`config.mk`:
```
export PLATFORM = sky130hd
export DESIGN_NAME = generic_cla
export DESIGN_NICKNAME = d
export VERILOG_FILES = /design/src/rtl/generic_cla.sv
export SDC_FILE = /design/constraint.sdc
export NUM_CORES = 1
export LEC_CHECK = 0
export CAP_MARGIN = 5
export CORE_MARGIN = 3
export CORE_UTILIZATION = 34
export CTS_CLUSTER_SIZE = 25
export DETAILED_ROUTE_END_ITERATION = 8
export GPL_TIMING_DRIVEN = 0
export HOLD_SLACK_MARGIN = 0.15
export PLACE_DENSITY = 0.81
export SETUP_SLACK_MARGIN = 0.2
export SLEW_MARGIN = 20
export SYNTH_ARGS = -nofsm -noshare
export SYNTH_HDL_FRONTEND = slang
export SYNTH_HIERARCHICAL = 1
export SYNTH_SLANG_ARGS = --single-unit
```
`constraint.sdc`:
```
create_clock -name clk -period 1.15 [get_ports clk]
set_input_delay 0.23 -clock clk [delete_from_list [all_inputs] [get_ports clk]]
set_output_delay 0.23 -clock clk [all_outputs]
set_load 0.02 [all_outputs]
```
`src/rtl/generic_cla.sv`:
```
// Two-level carry-lookahead adder with a registered result and a valid flag.
// The lookahead cell is shared by the per-group level and the top level.

module cla_lookahead #(
  parameter int N = 4
) (
  input  logic [N-1:0] i_g,
  input  logic [N-1:0] i_p,
  input  logic         i_cin,
  output logic [N-1:0] o_c,
  output logic         o_gen,
  output logic         o_prop
);

  // Each carry is written out as its own flat sum-of-products; nothing chains carry to carry.
  always_comb begin
    logic w_prod;
    o_c    = {N{1'b0}};
    o_gen  = 1'b0;
    o_prop = 1'b1;
    w_prod = 1'b0;
    o_c[0] = i_cin;
    for (int j = 1; j < N; j++) begin
      for (int k = 0; k < j; k++) begin
        w_prod = i_g[k];
        for (int m = 0; m < N; m++) begin
          if (m > k && m < j) begin
            w_prod = w_prod & i_p[m];
          end else begin
            w_prod = w_prod;
          end
        end
        o_c[j] = o_c[j] | w_prod;
      end
      w_prod = i_cin;
      for (int m = 0; m < N; m++) begin
        if (m < j) begin
          w_prod = w_prod & i_p[m];
        end else begin
          w_prod = w_prod;
        end
      end
      o_c[j] = o_c[j] | w_prod;
    end
    for (int k = 0; k < N; k++) begin
      w_prod = i_g[k];
      for (int m = 0; m < N; m++) begin
        if (m > k) begin
          w_prod = w_prod & i_p[m];
        end else begin
          w_prod = w_prod;
        end
      end
      o_gen  = o_gen | w_prod;
      o_prop = o_prop & i_p[k];
    end
  end

endmodule

module generic_cla #(
  parameter int WIDTH = 4,
  parameter int GROUP = 4
) (
  input  logic             clk,
  input  logic             rst_n,
  input  logic             in_valid,
  input  logic [WIDTH-1:0] a,
  input  logic [WIDTH-1:0] b,
  input  logic             c0,
  output logic [WIDTH-1:0] sum,
  output logic             cout,
  output logic             pg,
  output logic             gg,
  output logic             out_valid
);

  localparam int NG = WIDTH / GROUP;

  logic [WIDTH-1:0] w_p;
  logic [WIDTH-1:0] w_g;
  logic [WIDTH-1:0] w_c;
  logic [NG-1:0]    w_grp_p;
  logic [NG-1:0]    w_grp_g;
  logic [NG-1:0]    w_grp_cin;
  logic             w_top_g;
  logic             w_top_p;

  logic [WIDTH-1:0] r_sum;
  logic             r_cout;
  logic             r_pg;
  logic             r_gg;
  logic             r_out_valid;

  assign w_p = a ^ b;
  assign w_g = a & b;

  for (genvar gi = 0; gi < NG; gi++) begin : g_grp
    cla_lookahead #(.N(GROUP)) u_grp (
      .i_g    (w_g[gi*GROUP +: GROUP]),
      .i_p    (w_p[gi*GROUP +: GROUP]),
      .i_cin  (w_grp_cin[gi]),
      .o_c    (w_c[gi*GROUP +: GROUP]),
      .o_gen  (w_grp_g[gi]),
      .o_prop (w_grp_p[gi])
    );
  end

  // Group carry-ins from group P/G; with a single group this reduces to c0.
  cla_lookahead #(.N(NG)) u_top (
    .i_g    (w_grp_g),
    .i_p    (w_grp_p),
    .i_cin  (c0),
    .o_c    (w_grp_cin),
    .o_gen  (w_top_g),
    .o_prop (w_top_p)
  );

  // Result register: cleared by reset, loaded on valid, held otherwise.
  always_ff @(posedge clk) begin
    if (!rst_n) begin
      r_sum       <= {WIDTH{1'b0}};
      r_cout      <= 1'b0;
      r_pg        <= 1'b0;
      r_gg        <= 1'b0;
      r_out_valid <= 1'b0;
    end else begin
      r_out_valid <= in_valid;
      if (in_valid) begin
        r_sum  <= w_p ^ w_c;
        r_cout <= w_top_g | (w_top_p & c0);
        r_pg   <= w_top_p;
        r_gg   <= w_top_g;
      end else begin
        r_sum  <= r_sum;
        r_cout <= r_cout;
        r_pg   <= r_pg;
        r_gg   <= r_gg;
      end
    end
  end

  assign sum       = r_sum;
  assign cout      = r_cout;
  assign pg        = r_pg;
  assign gg        = r_gg;
  assign out_valid = r_out_valid;

endmodule

```
---- After elaboration in Yosys (flattened, before gate mapping) ----
Cells that the tools add are included.
storage, ports and cells
  bits of input ports ..................... 12
  output and inout port bits .............. 8
  logic and storage cells ................. 31
  flip-flop bits (word level) ............. 8
operators by class
  bitwise gates (word level) .............. 26
operator list
  kind              number
  AND 1 bit         13
  bitwise OR 1 bit  10
  XOR 4 bit         2
  AND 4 bit         1

---- Longest topological paths before layout ----
Gate-level depths: netlist of run 1.
  depth in word-level cells ............... 8
  gate-level depth with buffers ........... 6
  depth with buffers taken out ............ 5

---- Hierarchy ----
The synthesis of run 1 kept the hierarchy.
by module, submodules not included
  module                           area each (um^2)  cells an instance  instances  sequential area each (um^2)
  generic_cla                      355.3             33                 1          160.2
  cla_lookahead at g_grp[0].u_grp  65.1              11                 1          0.0
  cla_lookahead at u_top           22.5              3                  1          0.0

---- Worst setup path before layout of run 1 ----
No wires, ideal clock.
  path kind ............................... input to register
  start point ............................. input port a[0]
  end point ............................... register r_sum[3], in the netlist sum[3]
  path slack .............................. -0.114 ns
  data arrival time ....................... 1.145 ns
  required time ........................... 1.031 ns
  path buffers ............................ 0
  cell stages on the path ................. 5
  setup time .............................. 0.119 ns
  path through ............................ ha_1 -> a21o_1 -> a31o_1 -> xnor2_1 -> a21oi_1
between the ends
  word-level cells in the longest chain between the ends .. 7
RTL lines
  item                            RTL line  source
  start, declared                 68        input logic [WIDTH-1:0] a,
  AND 4 bit                       96        assign w_g = a & b;
  AND 1 bit (2 in series)         28        w_prod = w_prod & i_p[m];
  bitwise OR 1 bit (2 in series)  33        o_c[j] = o_c[j] | w_prod;
  bitwise OR 1 bit *              43        o_c[j] = o_c[j] | w_prod;
  net w_c[3]                      82        logic [WIDTH-1:0] w_c;
  XOR 4 bit *                     130       r_sum <= w_p ^ w_c;
  end signal, assigned            122       r_sum <= {WIDTH{1'b0}};
  end signal, assigned            130
  end signal, assigned            135       r_sum <= r_sum;
  end, declared                   89        logic [WIDTH-1:0] r_sum;
Mark *: on every way through the listed nets, which the timed path passes. The rest lies on a longest branch.
A chain may end at the register's enable or synchronous reset.

---- Worst setup path after layout of run 1 ----
  start point ............................. input port b[0]
  end point ............................... register r_sum[2], in the netlist sum[2]
between the ends
  word-level cells in the longest chain between the ends .. 5
RTL lines
  item                     RTL line  source
  start, declared          69        input logic [WIDTH-1:0] b,
  XOR 4 bit                95        assign w_p = a ^ b;
  net w_p[0]               80        logic [WIDTH-1:0] w_p;
  AND 1 bit (2 in series)  38        w_prod = w_prod & i_p[m];
  bitwise OR 1 bit         43
  net w_c[2]               82
  XOR 4 bit                130
The timed path passes the listed nets, and every way through them passes these cells.

==> flow_metrics.env, run 1 <==
export IMPL_areaGrowthSynthToFinish_pct=87.6
export IMPL_fp_dieArea_um2=1770
export IMPL_path_max_fanout=3
export IMPL_tightest_slew_ns=0.275
export IMPL_clock_skew_ns=0
export IMPL_min_path_cells=3
export IMPL_r2r_end="sum[3]$_SDFFE_PN0P_"
export IMPL_core_um2=1160
export IMPL_grt_pass1_vias=441
export IMPL_rows=12
export IMPL_cts_buffer_depth=2
export IMPL_finalHoldViolCount=0
export IMPL_min_delay_path_class="input pin to flop"
export IMPL_critical_path_max_stage_delay_ns=0.23
export IMPL_synth_area_leaders="dfxtp_1, ha_1, a21oi_1, xnor2_1, buf_4"
export IMPL_final_cells=90
export IMPL_startpoint_type="input pin"
export IMPL_first_iter_violations=3
export IMPL_max_freq_ghz=0.958
export IMPL_cts_buffers=3
export IMPL_syn_num_nets=63
export IMPL_final_setup_tns_ns=0
export IMPL_status="completed"
export IMPL_vias=435
export IMPL_yosysTopAreaCell="dfxtp_1"
export IMPL_synth_xor_area_share_pct=7.91
export IMPL_drv_cap=0
export IMPL_antenna_found_initial=0
export IMPL_drive_gt1_share_pct=65.8
export IMPL_hold_start="rst_n"
export IMPL_critPathBufInv=1
export IMPL_clkTransAtPathRegs_ns=0.05
export IMPL_yosysWarnings=6
export IMPL_crit_family="compound AO/OA/AOI/OAI gates"
export IMPL_cp_common_cell="a21o_1"
export IMPL_min_period_ns=1.04
export IMPL_total_power_w=0.000871
export IMPL_drt_total_wl_um=1150
export IMPL_final_nets=94
export IMPL_synth_top_cell_area_share_pct=36.2
export IMPL_holdPathEnd="sum[3]$_SDFFE_PN0P_"
export IMPL_synthMuxAreaShare_pct=4.52
export IMPL_globalplace_congestion=0.686
export IMPL_power_density_nw_per_um2=1050
export IMPL_gr_total_overflow=0
export IMPL_cts_root_buf="clkbuf_4"
export IMPL_place_area_um2=703
export IMPL_antenna_cells=0
export IMPL_grt_total_usage_pct=13.0
export IMPL_worst_endpoint_required_ns=1.33
export IMPL_clock_sinks=8
export IMPL_crit_start="b[0]"
export IMPL_r2r_start="sum[3]$_SDFFE_PN0P_"
export IMPL_netlist_area_um2=443
export IMPL_synth_top_family_by_area="compound AO/OA/AOI/OAI gates"
export IMPL_htree_levels=1
export IMPL_ir_drop_mv=0.724
export IMPL_synth_cells=47
export IMPL_yosys_area_share_simple_pct=7.06
export IMPL_drtPass1Iterations=3
export IMPL_cts_tree="done"
export IMPL_finalCritPeriodShare_pct=90.8
export IMPL_r2r_setup_slack_ns=0.45
export IMPL_drc_errors=0
export IMPL_crit_arrival_ns=1.22
export IMPL_slew_headroom_pct=81.7
export IMPL_syn_avg_cell_area_um2=9.42
export IMPL_die_w_um=42.1
export IMPL_setup_viol=0
export IMPL_start_util_pct=38.3
export IMPL_crit_chain="buf_6, ha_4, a21o_1, a21o_1, xnor2_2, a21oi_1"
export IMPL_grt_max_degree=11
export IMPL_postLayoutCoreUtil_pct=71.9
export IMPL_ys_types=16
export IMPL_p_leak_nw=0.387
export IMPL_rsz0062_at_grt="yes"
export IMPL_end_kind="flop"
export IMPL_postRouteAntennaNets=0
export IMPL_io_buffers=19
export IMPL_insertion_delay_ns=0.25
export IMPL_final_area_um2=831
export IMPL_drv_slew=0
export IMPL_io_pin_count=20
export IMPL_ff2ff_path_depth=3
export IMPL_ys_seq_elements=8
export IMPL_wl_per_cell_um=12.8
export IMPL_slowest_stage="ha_4"
export IMPL_synth_compound_area_share_pct=23.7
export IMPL_yosysSeqAreaShare_pct=36.2
export IMPL_die_h_um=42.1
export IMPL_dp_cells=80
export IMPL_viasPerCell=4.83
export IMPL_grt_pass1_wl_um=1800
export IMPL_critical_path_class="input pin to flop"
export IMPL_hpwl_um=762
export IMPL_synthAdderAreaFrac_pct=11.3
[cell type report]
| class | instances | area [um^2] |
|---|---|---|
| Buffer | 5 | 45.0 |
| Clock buffer | 3 | 22.5 |
| Fill cell | 84 | 325 |
| Multi-Input combinational cell | 34 | 325 |
| Sequential cell | 8 | 168 |
| Tap cell | 14 | 17.5 |
| Timing Repair Buffer | 26 | 253 |
[per-stage QoR]
step	setup slack, ns	hold WS, ns
final	0.106	0.353
after global routing	0.0872	0.367
after CTS	0.128	0.389
after detailed placement	-0.596	0.506
after global placement	-0.574	0.492
after floorplan	-0.0236	0.341
[logic make-up after synthesis]
family          Yosys count
compound gates           18
mux                       2
buf+inv                   5
xor+xnor                  4
fa+ha+maj                 4
flops                     8
simple gates              6
[synthesized netlist by cell type]
master / number
a21o_1: 3
a21oi_1: 8
a31o_1: 1
and2_2: 1
buf_4: 4
buf_6: 1
dfxtp_1: 8
ha_1: 4
mux2i_1: 2
nand2_1: 2
nor2_1: 1
nor2b_1: 2
o21ai_0: 2
o21ai_1: 3
o21ai_2: 1
xnor2_1: 4
[where the power goes]
part	internal (W)	switching [W]	leakage, nW
Clock	0.000119	0.0000876	0.0138
Sequential	0.000303	0.0000143	0.0683
Combinational	0.000204	0.000143	0.305
[tightest hold or removal path, cell delays in order]
cell and delay, ns:
dlymetal6s2s_1 0.20, o21ai_2 0.08, a21oi_1 0.04
[state kept, by name, indices dropped and copies added, names as in the netlist]
register   cells
cout           1
pg             1
sum            4
out_valid      1
gg             1
[how the worst max path moves through the flow]
stage / end / slack, ns / cells after the start
2_1_floorplan: sum[3]$_SDFFE_PN0P_ / -0.02 / 5
3_3_place_gp: sum[3]$_SDFFE_PN0P_ / -0.57 / 6
3_5_place_dp: sum[3]$_SDFFE_PN0P_ / -0.60 / 6
4_1_cts: sum[2]$_SDFFE_PN0P_ / 0.13 / 6
5_1_grt: sum[2]$_SDFFE_PN0P_ / 0.09 / 6
6_report: sum[2]$_SDFFE_PN0P_ / 0.11 / 6
[layout by cell type (no fill, tap or decap), types with 3 or more instances in the layout]
| master | instances |
|---|---|
| buf_6 | 16 |
| buf_4 | 10 |
| a21oi_1 | 6 |
| dfxtp_2 | 6 |
| ha_4 | 4 |
| o21ai_1 | 3 |
| clkbuf_4 | 3 |
| a21o_1 | 3 |
[layer usage]
layer	vias to the layer above	GRT usage (%)	wire length, um
met5	-	0	0
met1	202	16.2	494
li1	221	-	-
met4	0	0	0
met2	12	20.7	588
met3	0	7.73	70
[repair_timing]
item,4_1_cts,5_1_grt
setup buffers,5,2
setup endpoints to repair,15,15
pin swaps,16,8
hold buffers,0,0
resized for setup,92,13
Power figures use the tool's default switching activity.
==> inputs of run 2 (changes only) <==
--- a/config.mk
+++ b/config.mk
@@ -13,7 +13,6 @@
 export GPL_TIMING_DRIVEN = 0
 export HOLD_SLACK_MARGIN = 0.15
 export PLACE_DENSITY = 0.81
-export SETUP_SLACK_MARGIN = 0.2
 export SLEW_MARGIN = 20
 export SYNTH_ARGS = -nofsm -noshare
 export SYNTH_HDL_FRONTEND = slang
==> flow_metrics.env, run 2 (synthesized netlist as in run 1, its figures left out) <==
export IMPL_die_h_um=42.1
export IMPL_holdPathEnd="cout$_SDFFE_PN0P_"
export IMPL_drtPass1Iterations=1
export IMPL_io_pin_count=20
export IMPL_globalplace_congestion=0.729
export IMPL_crit_arrival_ns=1.30
export IMPL_slew_headroom_pct=82.3
export IMPL_cts_tree="done"
export IMPL_wl_per_cell_um=11.1
export IMPL_htree_levels=1
export IMPL_ff2ff_path_depth=2
export IMPL_clock_skew_ns=0
export IMPL_r2r_start="cout$_SDFFE_PN0P_"
export IMPL_p_sw_share_pct=29.3
export IMPL_r2r_end="cout$_SDFFE_PN0P_"
export IMPL_cts_hold_buf=0
export IMPL_grt_pass1_wl_um=1530
export IMPL_power_density_nw_per_um2=1150
export IMPL_cts_buffer_depth=2
export IMPL_end_kind="flop"
export IMPL_min_period_ns=1.12
export IMPL_hpwl_um=698
export IMPL_finalCritPeriodShare_pct=97.7
export IMPL_final_cells=84
export IMPL_clock_sinks=8
export IMPL_path_max_fanout=3
export IMPL_min_path_cells=3
export IMPL_tightest_slew_ns=0.264
export IMPL_viasPerCell=4.71
export IMPL_r2r_setup_slack_ns=0.53
export IMPL_seqCellArea_um2=160
export IMPL_combPwrFrac_pct=31.3
export IMPL_whs_ns=0.281
export IMPL_clkTransAtPathRegs_ns=0.06
export IMPL_start_util_pct=38.3
export IMPL_core_um2=1160
export IMPL_critical_path_class="input pin to flop"
export IMPL_areaGrowthSynthToFinish_pct=50.8
export IMPL_postRouteAntennaNets=0
export IMPL_dp_cells=80
export IMPL_drc_errors=0
export IMPL_rsz0062_at_grt="yes"
export IMPL_cts_buffers=3
export IMPL_final_nets=88
export IMPL_power_switching_w=0.000226
export IMPL_drt_total_wl_um=931
export IMPL_gr_total_overflow=0
export IMPL_cts_root_buf="clkbuf_4"
export IMPL_finalHoldViolCount=0
export IMPL_worst_endpoint_required_ns=1.33
export IMPL_drv_slew=0
export IMPL_vias=396
export IMPL_grt_max_degree=11
export IMPL_fillerInstances=119
export IMPL_p_int_w=0.000545
export IMPL_layout_common_cells="dfxtp_1, clkbuf_2, a21oi_1"
export IMPL_rows=12
export IMPL_antenna_found_initial=0
export IMPL_hold_start="c0"
export IMPL_fp_dieArea_um2=1770
export IMPL_max_freq_ghz=0.890
export IMPL_insertion_delay_ns=0.26
export IMPL_clkPwrFrac_pct=28.4
export IMPL_io_buffers=19
export IMPL_grt_total_usage_pct=11.4
export IMPL_antenna_cells=0
export IMPL_drv_cap=0
export IMPL_setup_viol=0
export IMPL_die_w_um=42.1
export IMPL_status="completed"
export IMPL_ir_drop_mv=0.758
export IMPL_startpoint_type="input pin"
export IMPL_grt_pass1_vias=369
export IMPL_first_iter_violations=0
export IMPL_p_leak_nw=0.307
export IMPL_min_delay_path_class="input pin to flop"
export IMPL_sequentialPowerShare_pct=40.3
export IMPL_largest_register_ff_count=4
export IMPL_multiInputGateArea_um2=295
export IMPL_drive_gt1_share_pct=40.0
==> run 2: cell types whose count changed in the layout (fill, tap and decap cells not counted), moves of 4 or more <==
cell,previous run,this run
buf_6,16,1
clkbuf_2,0,8
dfxtp_1,2,8
dfxtp_2,6,0
buf_4,10,5
dlygate4sd2_1,1,5
==> run 2: repair_timing <==
action                     CTS  global route
gates resized for setup     34            14
setup buffers                1             1
pin swaps                   14             5
setup endpoints to repair   14             9
gates cloned                 0             0
==> run 2: routing by layer <==
layer	up-vias	part of all wire, %	routed length, um	global-route usage, %
li1	209	-	-	-
met1	177	44	409	13.1
met2	10	49	459	18.8
met3	0	6.7	62	6.44
met4	0	0	0	1.86
met5	-	0	0	0
==> run 2: critical path, stage by stage <==
cell     delay, ns
buf_2         0.11
ha_4          0.23
a21o_1        0.21
a31o_1        0.23
xnor2_1       0.12
a21oi_1       0.16
==> run 2: per-stage QoR <==
stage	total power (W)	util, %	instance area (um^2)	TNS [ns]	worst slack (ns)
5_1_grt	0.000821	57.8	668	-0.0155	-0.0155
6_report	0.000771	57.8	668	0	0.0265
3_5_place_dp	0.000582	59.5	688	-3.17	-0.599
3_3_place_gp	0.000578	59.5	688	-3.10	-0.588
4_1_cts	0.000787	61.3	708	-0.00156	-0.00156
2_1_floorplan	0.000471	-	480	-0.0515	-0.0245
==> run 2: power groups by stage <==
| stage | registers, W | clock network (W) | logic [W] |
|---|---|---|---|
| finish | 0.000310 | 0.000219 | 0.000242 |
| global route | 0.000313 | 0.000243 | 0.000265 |
| CTS | 0.000311 | 0.000225 | 0.000251 |
| detailed placement | 0.000316 | 0 | 0.000265 |
| global placement | 0.000316 | 0 | 0.000262 |
| floorplan | 0.000343 | 0 | 0.000128 |
==> run 2: worst max-delay path by stage <==
stage               startpoint                   to  cells past startpoint  slack, ns
floorplan                 a[0]  sum[3]$_SDFFE_PN0P_                      5      -0.02
global placement          a[0]  sum[3]$_SDFFE_PN0P_                      6      -0.59
detailed placement        a[0]  sum[3]$_SDFFE_PN0P_                      6      -0.60
CTS                       a[2]  sum[3]$_SDFFE_PN0P_                      6     -0.002
global route              b[0]  sum[3]$_SDFFE_PN0P_                      6      -0.02
finish                    b[0]  sum[3]$_SDFFE_PN0P_                      6       0.03
==> run 2: cell type report <==
type	instances	share of cell area, %
clock buffer	3	3.37
buffer	4	5.06
sequential	8	24.0
multi-input combinational	34	44.2
timing repair buffer	21	20.8
tap	14	2.62
